[src/rtl/ram_arb_pkg.sv]
// ram_arb_pkg: size codes, port indices and counter width helper for ram_arbiter
package ram_arb_pkg;
  localparam logic [1:0] SZ_WORD = 2'b11;
  localparam logic [1:0] SZ_HALF = 2'b01;
  localparam logic [1:0] SZ_BYTE = 2'b00;
  localparam logic PORT_CPU = 1'b0;
  localparam logic PORT_DMA = 1'b1;
  function automatic int cnt_w(input int max_burst);
    return $clog2(max_burst + 1);
  endfunction
endpackage

[src/rtl/ram_arb_pick.sv]
// ram_arb_pick: combinational winner selection; RAM_ARB_FIXED_PRIO_EN gives port 0 absolute priority
module ram_arb_pick import ram_arb_pkg::*; #(
  parameter int MAX_BURST = 4,
  parameter int CW = cnt_w(MAX_BURST)
) (
  input  logic [1:0]    req,
  input  logic          last,
  input  logic [CW-1:0] cnt,
  output logic          any,
  output logic          win
);
  localparam logic [CW-1:0] MB = CW'(MAX_BURST);
  always_comb begin
    any = |req;
`ifdef RAM_ARB_FIXED_PRIO_EN
    win = ~req[0];
`else
    win = &req ? ((cnt != '0 && cnt < MB) ? last : ~last) : req[1];
`endif
  end
endmodule

[src/rtl/ram_arbiter.sv]
// ram_arbiter: two-port burst-limited round-robin RAM arbiter with 1-cycle response routing
// RAM_ARB_FIXED_PRIO_EN selects fixed port-0 priority instead of round-robin
module ram_arbiter import ram_arb_pkg::*; #(
  parameter int MAX_BURST = 4
) (
  input  logic        CLK,
  input  logic        RST,
  input  logic        P0_REQ,
  input  logic        P0_WE,
  input  logic [1:0]  P0_WHBS,
  input  logic [31:0] P0_ADDR,
  input  logic [31:0] P0_WDATA,
  output logic        P0_GNT,
  output logic        P0_ACK,
  output logic        P0_ERR,
  output logic [31:0] P0_RDATA,
  input  logic        P1_REQ,
  input  logic        P1_WE,
  input  logic [1:0]  P1_WHBS,
  input  logic [31:0] P1_ADDR,
  input  logic [31:0] P1_WDATA,
  output logic        P1_GNT,
  output logic        P1_ACK,
  output logic        P1_ERR,
  output logic [31:0] P1_RDATA,
  output logic        RAM_WE,
  output logic [1:0]  RAM_RWHBS,
  output logic [1:0]  RAM_WWHBS,
  output logic [31:0] RAM_RADDR,
  output logic [31:0] RAM_WADDR,
  output logic [31:0] RAM_DIN,
  input  logic [31:0] RAM_DOUT,
  input  logic        RAM_RUNAL,
  input  logic        RAM_WUNAL
);
  localparam int CW = cnt_w(MAX_BURST);
  localparam logic [CW-1:0] MB = CW'(MAX_BURST);
  logic last, any, win, gnt, we, rd, pend_v, pend_p, pend_e;
  logic [CW-1:0] cnt;
  logic [1:0] sz;
  logic [31:0] addr, wdata;
  ram_arb_pick #(.MAX_BURST(MAX_BURST), .CW(CW)) u_pick (
    .req ({P1_REQ, P0_REQ}),
    .last(last),
    .cnt (cnt),
    .any (any),
    .win (win)
  );
  always_comb begin
    gnt = any & ~RST;
    we = win ? P1_WE : P0_WE;
    sz = win ? P1_WHBS : P0_WHBS;
    addr = win ? P1_ADDR : P0_ADDR;
    wdata = win ? P1_WDATA : P0_WDATA;
    rd = gnt & ~we;
    P0_GNT = gnt & (win == PORT_CPU);
    P1_GNT = gnt & (win == PORT_DMA);
    RAM_WE = gnt & we;
    RAM_WADDR = RAM_WE ? addr : '0;
    RAM_WWHBS = RAM_WE ? sz : '0;
    RAM_DIN = RAM_WE ? wdata : '0;
    RAM_RADDR = rd ? addr : '0;
    RAM_RWHBS = rd ? sz : '0;
    // gating with RST drops a response whose grant was followed by reset
    P0_ACK = pend_v & ~RST & ~pend_e & (pend_p == PORT_CPU);
    P1_ACK = pend_v & ~RST & ~pend_e & (pend_p == PORT_DMA);
    P0_ERR = pend_v & ~RST & pend_e & (pend_p == PORT_CPU);
    P1_ERR = pend_v & ~RST & pend_e & (pend_p == PORT_DMA);
    P0_RDATA = RAM_DOUT;
    P1_RDATA = RAM_DOUT;
  end
  always_ff @(posedge CLK) begin
    if (RST) begin
      last <= PORT_DMA;
      cnt <= '0;
      pend_v <= 1'b0;
      pend_p <= PORT_CPU;
      pend_e <= 1'b0;
    end else begin
      pend_v <= gnt;
      pend_p <= win;
      pend_e <= we ? RAM_WUNAL : RAM_RUNAL;
      if (gnt) begin
        last <= win;
        cnt <= (win != last) ? CW'(1) : (cnt == MB) ? cnt : cnt + 1'b1;
      end else begin
        cnt <= '0;
      end
    end
  end
endmodule

[config.mk]
export PLATFORM = sky130hd
export DESIGN_NAME = ram_arbiter
export DESIGN_NICKNAME = d
export VERILOG_FILES = /design/src/rtl/ram_arb_pkg.sv /design/src/rtl/ram_arb_pick.sv /design/src/rtl/ram_arbiter.sv
export SDC_FILE = /design/constraint.sdc
export NUM_CORES = 1
export LEC_CHECK = 0
export BUFFER_PORTS_ARGS = -buffer_cell sky130_fd_sc_hd__buf_2
export CELL_PAD_IN_SITES_DETAIL_PLACEMENT = 1
export CELL_PAD_IN_SITES_GLOBAL_PLACEMENT = 1
export CORE_AREA = 3 3 132 134
export CTS_CLUSTER_SIZE = 40
export DETAILED_ROUTE_END_ITERATION = 12
export DIE_AREA = 0 0 135 137
export GPL_TIMING_DRIVEN = 1
export PLACE_DENSITY_LB_ADDON = 0.1
export SLEW_MARGIN = 20
export SYNTH_ARGS = -nofsm -noshare
export SYNTH_HDL_FRONTEND = slang
export SYNTH_SLANG_ARGS = --single-unit
[constraint.sdc]
create_clock -name CLK -period 2.42 [get_ports CLK]
set_input_delay 0.121 -clock CLK [delete_from_list [all_inputs] [get_ports CLK]]
set_output_delay 0.121 -clock CLK [all_outputs]
set_load 0.1 [all_outputs]
== Yosys cells after proc, flatten, opt, wreduce, memory -nomap -nowiden ==
Cells that the tools add are included.

* Bitwise logic cells: 19
* Add/sub/neg operators: 1
* Multiplexer cells: 14
* Eq/ne operators: 3
* Order comparisons: 1
* Reductions and logical operators: 6

{| class="wikitable"
|+ Operators with widths
! kind !! number
|-
| $mux 32 || 5
|-
| $and 1x1->1 || 12
|-
| $not 1->1 || 7
|-
| $mux 1 || 6
|-
| $mux 2 || 3
|-
| $reduce_or 2->1 || 2
|-
| $add 3x1->3 const B || 1
|-
| $eq 3x3->1 const B || 1
|-
| $lt 3x3->1 const B || 1
|-
| $reduce_bool 3->1 || 1
|-
| $reduce_or 3->1 || 1
|-
| $ne 2x2->1 const B || 1
|-
| $reduce_and 2->1 || 1
|-
| $logic_and 1x1->1 || 1
|-
| $ne 1x1->1 || 1
|}

* Flip-flop bits (word level): 7
* Output and inout port bits: 171
* Logic and storage cells: 50

== Longest topological paths before layout ==
* Word-level depth: 8
* Mapped depth: 8
* Depth with buffers taken out: 5

== Cells and area by module ==
Synthesis repeated with hierarchy kept, for this count alone.

* Cells, all modules: 292
* Area total of the unflattened synthesis: 2,014.4 um^2

{| class="wikitable"
|+ By module, submodules not included
! module !! sequential area each (um^2) !! area an instance (um^2) !! instances !! cells each
|-
| ram_arbiter || 140.1 || 1,980.6 || 1 || 288
|-
| ram_arb_pick || 0.0 || 33.8 || 1 || 4
|}

== Worst setup path after synthesis ==
No wires, ideal clock.

* Kind: input to output
* Start point: input port RST
* End point: output port P0_ACK
* Path buffers: 1
* Cell stages on the path: 2
* Arrival: 3.474 ns
* Required time: 2.299 ns
* Path slack: -1.175 ns
* Path through: clkbuf_1 > nor4b_1

* Cells in the longest elaborated chain, start to end: 4

{| class="wikitable"
|+ Ends and longest elaborated chain
! what !! line !! text
|-
| start, declared || ram_arbiter.sv:7 || <nowiki>input logic RST,</nowiki>
|-
| $not 1->1 || ram_arbiter.sv:65 || <nowiki>P0_ACK = pend_v & ~RST & ~pend_e & (pend_p == PORT_CPU);</nowiki>
|-
| $and 1x1->1 (3 in a row) || ram_arbiter.sv:65 ||
|-
| end, declared || ram_arbiter.sv:14 || <nowiki>output logic P0_ACK,</nowiki>
|}

No other way between the ends.

== Worst setup path in the final report ==
* Start point: register cnt[0]
* End point: output port RAM_RADDR[23]

* Cells in the longest elaborated chain, start to end: 8
* Elaborated cells on any way between the ends: 10
* Those cells by class: order compare: 1; mux: 5; bitwise: 2; reduce/logical: 2

{| class="wikitable"
|+ Ends and longest elaborated chain
! what !! line !! text
|-
| start, declared || ram_arbiter.sv:39 || <nowiki>logic [CW-1:0] cnt;</nowiki>
|-
| start signal, assigned || ram_arbiter.sv:85 || <nowiki>cnt <= (win != last) ? CW'(1) : (cnt == MB) ? cnt : cnt + 1'b1;</nowiki>
|-
| $lt 3x3->1 / $reduce_bool 3->1 (equally long branches) || ram_arb_pick.sv:18 || <nowiki>win = &req ? ((cnt != '0 && cnt < MB) ? last : ~last) : req[1];</nowiki>
|-
| $logic_and 1x1->1 (*) || ram_arb_pick.sv:18 ||
|-
| $mux 1 (*) (2 in a row) || ram_arb_pick.sv:18 ||
|-
| $mux 1 || ram_arbiter.sv:51 || <nowiki>we = win ? P1_WE : P0_WE;</nowiki>
|-
| $not 1->1 || ram_arbiter.sv:55 || <nowiki>rd = gnt & ~we;</nowiki>
|-
| $and 1x1->1 || ram_arbiter.sv:55 ||
|-
| $mux 32 (*) || ram_arbiter.sv:62 || <nowiki>RAM_RADDR = rd ? addr : '0;</nowiki>
|-
| end, declared || ram_arbiter.sv:29 || <nowiki>output logic [31:0] RAM_RADDR,</nowiki>
|}

Mark *: on every way between the ends. The rest lies on a longest branch, timed or not.

==> key figures <==
Status
  • Status: finished, final reports clean

Worst setup path
  • CP max stage delay: 370 ps
  • Reg-to-reg slack, setup: 430 ps
  • Peak fanout along the critical path: 9
  • Slowest CP cell: nor4b_4
  • Crit-path cells: inv_1 -> ha_4 -> nor4b_4 -> buf_12 -> buf_12 -> o311ai_0 -> buf_4 -> a21oi_4 -> buf_4
  • Startpoint types: flip-flop
  • Crit path required time: 2300 ps
  • CP Class: flip-flop to output pin
  • Crit path capture type: output pin
  • Critical Path AT: 2230 ps

Clock tree
  • # H-tree levels: 1
  • Clk buf depth: 2
  • Clock Sink Count: 7
  • TritonCTS Buffers: 3
  • Clock latency on the worst-skew pair: 230 ps
  • Post-CTS Hold Buffers: 0
  • Clock-pin transition on the worst setup and hold timing paths: 40 ps
  • CTS tree: built
  • Root buffer cell: clkbuf_16

Final layout
  • Register area: 143 sq um
  • Layout Cells excl Fill: 1066
  • Most frequent cells in the layout: buf_2 (141), nand2_1 (134), buf_12 (101)
  • Fin util: 0.458
  • Ratio of cells with drive above 1 in the final layout: 0.530
  • Commonest non-fill, non-tap cell in the layout: buf_2
  • Layout area overhead: 84.8%
  • Multi-input logic area: 3610 sq um
  • Final nets: 1018
  • Number of fill cells: 1945
  • Final instance area: 7520 sq um

Logic synthesis
  • Yosys warnings: 0
  • Synth Instances: 688
  • Synth top area cells: nand2_1 (12%), o21a_1 (12%), buf_4 (12%)
  • Synthesized area: 4070 sq um
  • Syn Nets: 862
  • FF+latch count, synth: 7
  • Post-Syn Area per Cell: 5.92 sq um
  • Synth unique cells: 36
  • Most area-hungry cell type in the Yosys netlist: nand2_1
  • Seq/Total Area, Yosys: 0.0344
  • Share of the synthesized area in the top cell type: 0.124

Floorplanning
  • Num ports: 343
  • Row count: 47
  • Die Span X: 135 um
  • Die H: 137 um
  • Initial core utilization: 0.248
  • Die ar.: 18500 sq um
  • CORE AREA: 16400 sq um

Timing
  • Final hold vios: 0
  • Slew @ Worst Pin: 801 ps
  • Slew Limit Fails: 0
  • Final cycle utilization of the critical path: 0.972
  • Min Tclk post-route: 2350 ps
  • Setup violators final: 0
  • Clock skew: 1.39 ps
  • Rel. slew slack: 0.466
  • Setup TNS: 0 ps
  • Max Clock Freq: 425 MHz

Placement
  • Post-Place Cell Area: 7140 sq um
  • Gpl congestion: 0.831
  • Placed insts: 1046
  • Port bufs: 246
  • Dpl hpwl: 15.9 mm

Min path
  • Type of the worst min-delay path: input pin to flip-flop

Pwr
  • PD cells: 340 nW/um^2
  • Maximum VDD drop: 0.000184 V
  • Leakage: 0.00292 uW
  • Final Power: 2560 uW

Detailed routing
  • Residual DRC: 0
  • Initial DRC Count: 339
  • Detailed Route WL: 22.9 mm
  • Post-detailed-route count of antenna-violating nets: 0
  • Total number of vias: 5966
  • Vias per cell: 5.60
  • DR WL/cell: 21.5 um
  • First-pass DRT Iterations: 4

Global routing
  • Total global-route track usage: 0.228
  • Pin count of the biggest net entering global routing: 108
  • Antenna violations before repair: 3
  • Grt total ovfl: 0
  • First-pass GRT wire length: 34.8 mm
  • Vias in the first global route: 6240

Run
  • # Max-Cap Violations: 0
[path summary, 6_finish.rpt]
path	from	endpoint	depth (start not counted)
worst max-delay path	cnt[0]	RAM_RADDR[23]	9
worst min-delay path	RAM_RUNAL	pend_e	2
worst max register to register	cnt[0]	pend_e	8
worst min register to register	cnt[1]	cnt[1]	2
[worst max-delay path, delay by kind of cell (launching register included)]
family	cells	cell delay, ps
adders and majority gates	1	190
and+or+nand+nor	1	370
buffers and inverters	5	850
DFF	1	340
AOI/OAI and AO/OA	2	250
[routing by layer]
| metal | GRT usage | wire, um | vias up |
|---|---|---|---|
| met5 | 0 | 0 | - |
| met4 | 0.0739 | 617 | 0 |
| met3 | 0.0279 | 1070 | 55 |
| met2 | 0.412 | 12000 | 188 |
| met1 | 0.279 | 9220 | 2910 |
| li1 | - | - | 2813 |
[sequential cells by signal, summed over array words and instances (netlist names)]
signal	count
cnt	3
last	1
pend_e	1
pend_p	1
pend_v	1
[stage by stage]
stage | hold slack, ps | worst slack, ps
6_report | 174 | 67.2
5_1_grt | 203 | -9.41
4_1_cts | 172 | 6.83
3_5_place_dp | 243 | 77.8
3_3_place_gp | 243 | 143
2_1_floorplan | 274 | -291
[cells in the mapped netlist, drive strengths merged]
library cell / instances
a2111oi: 1
mux2i: 1
nor2: 4
o211a: 1
o211ai: 1
and4: 1
a31oi: 69
inv: 7
clkbuf: 82
o21a: 66
xnor2: 1
nor2b: 34
nand2: 134
o311ai: 34
nor4b: 2
a311o: 2
or4b: 1
nand3b: 3
dfxtp: 7
nor4bb: 2
o21ai: 2
o21bai: 1
nand4: 35
or3b: 1
o31ai: 2
ha: 2
or4: 1
a21oi: 37
nand3: 1
nor4: 66
o2111ai: 1
buf: 86
[logic make-up (layout without fill, tap and decap cells)]
group	after synthesis	after routing	share of synthesized area
adder cells (fa/ha/maj)	2	2	0.00615
AO/OA/AOI/OAI	217	217	0.368
other	0	3	0
XOR/XNOR	1	1	0.00215
AND/OR/NAND/NOR	285	285	0.361
multiplexers	1	1	0.00246
buffers and inverters	175	330	0.226
flip-flops	7	7	0.0344
[where the power goes]
part | total, uW | switching [uW] | internal [uW]
Combinational | 2140 | 1380 | 755
Clock | 283 | 63.7 | 219
Sequential | 140 | 14.0 | 126
Total | 2560 | 1460 | 1100
[cell type report]
cell class,count,share of cell area
sequential,7,0.0190
timing repair buffer,319,0.449
tap,220,0.0366
antenna,3,0.000998
clock buffer,4,0.0105
inverter,7,0.00349
multi-input combinational,506,0.480
[what timing repair did]
action,4_1_cts,5_1_grt
gates resized for setup,24,23
gates cloned,1,2
setup buffers,5,6
endpoints found under the setup margin,88,73
pin swaps,2,3
No activity file was read; power rests on OpenSTA's default activity.
